## src/rtl/ddr_burst_arbiter.sv

```systemverilog
// ddr_burst_arbiter
// Arbitrates three burst requesters (data-read, data-store, ISA-read) onto a
// single DDR controller command port. dr and isa bursts use the read channel,
// st bursts use the write channel. One burst is in flight at a time and each
// grant walks IDLE -> BUSY -> DONE -> IDLE.
// Optional feature: define ARB_ROUND_ROBIN_EN for round-robin arbitration
// (dr -> st -> isa -> dr); otherwise fixed priority dr > st > isa.
module ddr_burst_arbiter #(
  parameter int DDR_ADDR_WIDTH = 28,
  parameter int LEN_WIDTH      = 10,
  parameter int TIMEOUT_CYCLES = 1023
) (
  input  logic                      mem_clk,
  input  logic                      rst,
  input  logic                      dr_req,
  input  logic                      st_req,
  input  logic                      isa_req,
  input  logic [DDR_ADDR_WIDTH-1:0] dr_addr,
  input  logic [DDR_ADDR_WIDTH-1:0] st_addr,
  input  logic [DDR_ADDR_WIDTH-1:0] isa_addr,
  input  logic [LEN_WIDTH-1:0]      dr_len,
  input  logic [LEN_WIDTH-1:0]      st_len,
  input  logic [LEN_WIDTH-1:0]      isa_len,
  output logic                      dr_done,
  output logic                      st_done,
  output logic                      isa_done,
  output logic [1:0]                owner,
  output logic                      busy,
  output logic                      rd_burst_req,
  output logic                      wr_burst_req,
  output logic [DDR_ADDR_WIDTH-1:0] rd_burst_addr,
  output logic [DDR_ADDR_WIDTH-1:0] wr_burst_addr,
  output logic [LEN_WIDTH-1:0]      rd_burst_len,
  output logic [LEN_WIDTH-1:0]      wr_burst_len,
  input  logic                      rd_burst_finish,
  input  logic                      wr_burst_finish,
  output logic                      timeout_err
);

  localparam int CNT_W = (TIMEOUT_CYCLES < 2) ? 1 : $clog2(TIMEOUT_CYCLES + 1);

  localparam logic [1:0] OWN_NONE = 2'd0;
  localparam logic [1:0] OWN_DR   = 2'd1;
  localparam logic [1:0] OWN_ST   = 2'd2;
  localparam logic [1:0] OWN_ISA  = 2'd3;

  typedef enum logic [1:0] {
    IDLE = 2'd0,
    BUSY = 2'd1,
    DONE = 2'd2
  } state_t;

  state_t              r_state;
  logic [CNT_W-1:0]    r_cnt;
`ifdef ARB_ROUND_ROBIN_EN
  logic [1:0]          r_last;
`endif

  logic [1:0]                w_winner;
  logic [DDR_ADDR_WIDTH-1:0] w_winAddr;
  logic [LEN_WIDTH-1:0]      w_winLen;
  logic [LEN_WIDTH-1:0]      w_curLen;
  logic                      w_finish;
  logic                      w_lenZero;
  logic                      w_timeout;
  logic                      w_endBurst;

  // Pick the requester to grant next from the current request levels
  always_comb begin
    w_winner = OWN_NONE;
`ifdef ARB_ROUND_ROBIN_EN
    case (r_last)
      OWN_DR: begin
        if (st_req)       w_winner = OWN_ST;
        else if (isa_req) w_winner = OWN_ISA;
        else if (dr_req)  w_winner = OWN_DR;
      end
      OWN_ST: begin
        if (isa_req)      w_winner = OWN_ISA;
        else if (dr_req)  w_winner = OWN_DR;
        else if (st_req)  w_winner = OWN_ST;
      end
      default: begin
        if (dr_req)       w_winner = OWN_DR;
        else if (st_req)  w_winner = OWN_ST;
        else if (isa_req) w_winner = OWN_ISA;
      end
    endcase
`else
    if (dr_req)       w_winner = OWN_DR;
    else if (st_req)  w_winner = OWN_ST;
    else if (isa_req) w_winner = OWN_ISA;
`endif
  end

  // Route the winner's address/length and derive the end-of-burst conditions
  always_comb begin
    w_winAddr = dr_addr;
    w_winLen  = dr_len;
    case (w_winner)
      OWN_ST: begin
        w_winAddr = st_addr;
        w_winLen  = st_len;
      end
      OWN_ISA: begin
        w_winAddr = isa_addr;
        w_winLen  = isa_len;
      end
      default: begin
        w_winAddr = dr_addr;
        w_winLen  = dr_len;
      end
    endcase
    w_curLen   = (owner == OWN_ST) ? wr_burst_len    : rd_burst_len;
    w_finish   = (owner == OWN_ST) ? wr_burst_finish : rd_burst_finish;
    w_lenZero  = (w_curLen == '0);
    w_timeout  = (r_cnt == CNT_W'(TIMEOUT_CYCLES));
    w_endBurst = w_lenZero | w_finish | w_timeout;
  end

  // Arbitration FSM; every output is a register updated here
  always_ff @(posedge mem_clk or posedge rst) begin
    if (rst) begin
      r_state       <= IDLE;
      r_cnt         <= '0;
`ifdef ARB_ROUND_ROBIN_EN
      r_last        <= OWN_ISA;
`endif
      owner         <= OWN_NONE;
      busy          <= 1'b0;
      dr_done       <= 1'b0;
      st_done       <= 1'b0;
      isa_done      <= 1'b0;
      rd_burst_req  <= 1'b0;
      wr_burst_req  <= 1'b0;
      rd_burst_addr <= '0;
      wr_burst_addr <= '0;
      rd_burst_len  <= '0;
      wr_burst_len  <= '0;
      timeout_err   <= 1'b0;
    end else begin
      dr_done  <= 1'b0;
      st_done  <= 1'b0;
      isa_done <= 1'b0;
      case (r_state)
        IDLE: begin
          if (w_winner != OWN_NONE) begin
            owner   <= w_winner;
            busy    <= 1'b1;
            r_cnt   <= '0;
            r_state <= BUSY;
`ifdef ARB_ROUND_ROBIN_EN
            r_last  <= w_winner;
`endif
            if (w_winner == OWN_ST) begin
              wr_burst_addr <= w_winAddr;
              wr_burst_len  <= w_winLen;
            end else begin
              rd_burst_addr <= w_winAddr;
              rd_burst_len  <= w_winLen;
            end
          end
        end
        BUSY: begin
          if (w_endBurst) begin
            rd_burst_req <= 1'b0;
            wr_burst_req <= 1'b0;
            dr_done      <= (owner == OWN_DR);
            st_done      <= (owner == OWN_ST);
            isa_done     <= (owner == OWN_ISA);
            r_state      <= DONE;
            if (!w_lenZero && !w_finish && w_timeout) begin
              timeout_err <= 1'b1;
            end
          end else begin
            r_cnt        <= r_cnt + CNT_W'(1);
            rd_burst_req <= (owner != OWN_ST);
            wr_burst_req <= (owner == OWN_ST);
          end
        end
        DONE: begin
          owner   <= OWN_NONE;
          busy    <= 1'b0;
          r_cnt   <= '0;
          r_state <= IDLE;
        end
        default: begin
          r_state <= IDLE;
        end
      endcase
    end
  end

endmodule

```

## config.mk

```make
export PLATFORM = sky130hd
export DESIGN_NAME = ddr_burst_arbiter
export DESIGN_NICKNAME = d
export VERILOG_FILES = /design/src/rtl/ddr_burst_arbiter.sv
export SDC_FILE = /design/constraint.sdc
export NUM_CORES = 1
export LEC_CHECK = 0
export CORE_ASPECT_RATIO = 0.9
export CORE_MARGIN = 2
export CORE_UTILIZATION = 44
export CTS_CLUSTER_DIAMETER = 60
export DETAILED_ROUTE_END_ITERATION = 8
export PLACE_DENSITY = 0.89
export SLEW_MARGIN = 40
export SYNTH_ARGS = -nofsm -noshare
export SYNTH_HDL_FRONTEND = slang
export SYNTH_SLANG_ARGS = --single-unit
```

## constraint.sdc

```tcl
create_clock -name mem_clk -period 3.8 [get_ports mem_clk]
set_input_delay 0.38 -clock mem_clk [delete_from_list [all_inputs] [get_ports mem_clk]]
set_output_delay 0.38 -clock mem_clk [all_outputs]
set_load 0.02 [all_outputs]
```

==> run metrics <==
status finished, final reports clean; Nets 864; number of synthesized flops with an enable pin 0; GR Util All Layers 0.260; cell area after synthesis 0.00502 mm^2; Compound-Gate Fraction of Synth Area 0.211; CTS Buf Count 9; DR WL/cell 17.5 um; RSZ-0062 raised after global routing no; DRC viols 0; CTS Root Cell clkbuf_16; crit path cell chain nor2_2 > buf_4 > o21ai_4 > buf_8 > o41ai_1; port bufs 205; final number of hold-violating endpoints 0; GPL Wtd Cong 0.845; slowest CP cell nor2_2; final worst path period share 0.554; CP required 4030 ps; share of layout cells above drive strength 1 0.0589; Seq/Total Area, Yosys 0.483; Max Clk Rate 475 MHz; final wirelength 15.8 mm; PostCTS Resize Cnt 0; Worst setup SP type register; number of diodes 0; critical path class register to register; CP Buf/Inv Count 2; first-pass GRT wire length 25.4 mm; Simple-Gate Fraction of Synth Area 0.263; syn nets 684; Gate Count Post-Synth 562; post-synthesis mux area share 0; CTS tree done; core area 0.0110 mm^2; die width 117 um; CTS H-tree lvls 3; HP Class input pin to register; Yosys cell types 42; Hold-fix buffers, CTS 0; actual slew at the worst max-slew pin 741 ps; Worst-path clk slew 80 ps; min cycle time layout 2100 ps; Setup Viol. Count Final 0; DR iter-0 viols 404; Worst Skew 11.5 ps; synth warn 0; Rows 36; routed vias/inst 5.63; detailed placement HPWL 11.6 mm; Slew Limit Fails 0; Pleak 3.08 nW; number of setup buffers added after CTS 0; GRT Residual Overflow 0; Finished Core Util 0.681; TNS Setup 0 ps; DRT Pass-1 Iters 5; maximum number of pins on one net before global-route repair 78; layout overhead on the synthesized area 49.1%; clk buf depth 2; main combinational cell family by area after synthesis simple AND/OR/NAND/NOR gates; slowest cell delay on critical path 520 ps; Synth Area in XOR/XNOR 0; max cap viols 0; adder-cell area share of the yosys netlist 0.00249; critical path peak fanout 28; power per cell area 700 mW/mm^2; Starting Density 0.457; worst skew pair latency 340 ps; via count 5062; Final ANT Viol Nets 0; critical path capture point type register; Main synth FF type dfrtp_1; die height 105 um; register bit count reported by yosys 97; arrival time at the worst endpoint 2340 ps; Crit path max-delay family simple AND/OR/NAND/NOR gates; syn avg cell area 8.94 um^2; worst relative slew slack 0.503; ys async rst share 1.00; Ports 206; peak supply drop 0.338 mV; Die ar. 0.0123 mm^2; fillers 891; antenna violations before repair 0; Clock Sinks 97; vias in the first global route 5179
[cell families (layout without fill, tap and decap cells)]
family / Yosys count / after routing
AOI/OAI and AO/OA: 161 / 161
buffers and inverters: 51 / 236
and+or+nand+nor: 252 / 252
adders and majority gates: 1 / 1
DFF: 97 / 97
[path summary, 6_finish.rpt]
| path | start | end | slack, ps | depth (start not counted) |
|---|---|---|---|---|
| max in group asynchronous | rst | wr_burst_addr[26]$_DFFE_PP0P_ | 2610 | 3 |
| min in group asynchronous | rst | rd_burst_addr[10]$_DFFE_PP0P_ | 530 | 2 |
| worst max register to register | r_state[0]$_DFFE_PP0P_ | rd_burst_addr[4]$_DFFE_PP0P_ | 1700 | 5 |
| worst min-delay path | st_req | rd_burst_addr[4]$_DFFE_PP0P_ | 460 | 3 |
| worst max-delay path | r_state[0]$_DFFE_PP0P_ | rd_burst_addr[4]$_DFFE_PP0P_ | 1700 | 5 |
| worst min register to register | wr_burst_addr[27]$_DFFE_PP0P_ | wr_burst_addr[27]$_DFFE_PP0P_ | 480 | 2 |
[stage by stage]
stage / instance area [um^2] / instances / setup slack, ps / power [mW] / hold slack (ps)
global route: 7490 / 899 / 1520 / 5.55 / 489
global placement: 7170 / 882 / 1450 / 4.27 / 460
finish: 7490 / 899 / 1700 / 5.24 / 462
CTS: 7470 / 898 / 1670 / 5.26 / 451
floorplan: 5020 / 562 / 886 / 3.07 / 484
detailed placement: 7180 / 882 / 1470 / 4.36 / 470
[where the power goes]
part	leakage (nW)	switching [mW]	total [mW]	internal, mW
clock network	0.144	0.390	0.877	0.487
registers	1.23	0.349	1.82	1.47
logic	1.70	1.40	2.55	1.15
[state kept, by name, summed over array words and instances, names as in the netlist, 2 cells and up]
signal	flops
owner	2
r_cnt	10
r_state	2
rd_burst_addr	28
rd_burst_len	10
wr_burst_addr	28
wr_burst_len	10
[Yosys cell counts (2+ instances only)]
| cell type | instances | area share |
|---|---|---|
| nand2_1 | 111 | 0.083 |
| dfrtp_1 | 97 | 0.48 |
| clkbuf_1 | 41 | 0.031 |
| a21oi_1 | 40 | 0.040 |
| nand2b_1 | 39 | 0.049 |
| nand3b_1 | 38 | 0.057 |
| a221oi_1 | 37 | 0.065 |
| o21ai_1 | 37 | 0.037 |
| nand3_1 | 29 | 0.029 |
| o21ai_0 | 23 | 0.023 |
| nor2_1 | 11 | 0.0082 |
| nor2b_1 | 5 | 0.0062 |
| o31ai_1 | 5 | 0.0075 |
| a31o_1 | 4 | 0.0070 |
| inv_1 | 4 | 0.0030 |
| nor4_2 | 4 | 0.010 |
| and3_1 | 3 | 0.0037 |
| buf_2 | 3 | 0.0030 |
| o211ai_1 | 3 | 0.0045 |
| a311oi_4 | 2 | 0.010 |
| nand4_1 | 2 | 0.0025 |
| o21ai_2 | 2 | 0.0035 |
| o21bai_1 | 2 | 0.0030 |
| or3_1 | 2 | 0.0025 |
[cell usage in the layout, fill, tap and decap left out, types with 3 or more instances in the layout]
cell             netlist  layout
clkdlybuf4s50_1        0     202
nand2_1              111     110
dfrtp_1               97      97
a21oi_1               40      40
nand2b_1              39      39
nand3b_1              38      38
a221oi_1              37      37
o21ai_1               37      36
nand3_1               29      29
o21ai_0               23      23
nor2_1                11      10
clkbuf_16              0       9
buf_4                  0       9
o31ai_1                5       5
nor2b_1                5       4
nor4_2                 4       4
a31o_1                 4       4
and3_1                 3       3
o211ai_1               3       3
inv_1                  4       3
inv_6                  0       3
[per-layer routing]
| layer | wire length [um] | vias up | track usage | share of wire |
|---|---|---|---|---|
| li1 | - | 2374 | - | - |
| met4 | 248 | 0 | 0.0748 | 0.016 |
| met1 | 6470 | 2446 | 0.334 | 0.41 |
| met2 | 7980 | 218 | 0.443 | 0.51 |
| met3 | 1070 | 24 | 0.0558 | 0.068 |
| met5 | 0 | - | 0 | 0 |
[worst reg2reg max path, cell delays in order (launching register included)]
cell,delay (ps)
dfrtp_1,460
nor2_2,520
buf_4,340
o21ai_4,140
buf_8,190
o41ai_1,360
[cell type report]
class	count	area, um^2	area share
Sequential cell	97	2430	0.324
Multi-Input combinational cell	414	2420	0.323
Timing Repair Buffer	215	2130	0.285
Clock buffer	12	256	0.0343
Tap cell	152	190	0.0254
Clock inverter	4	35.0	0.00468
Inverter	5	23.8	0.00317
No activity file was read; power rests on OpenSTA's default activity.
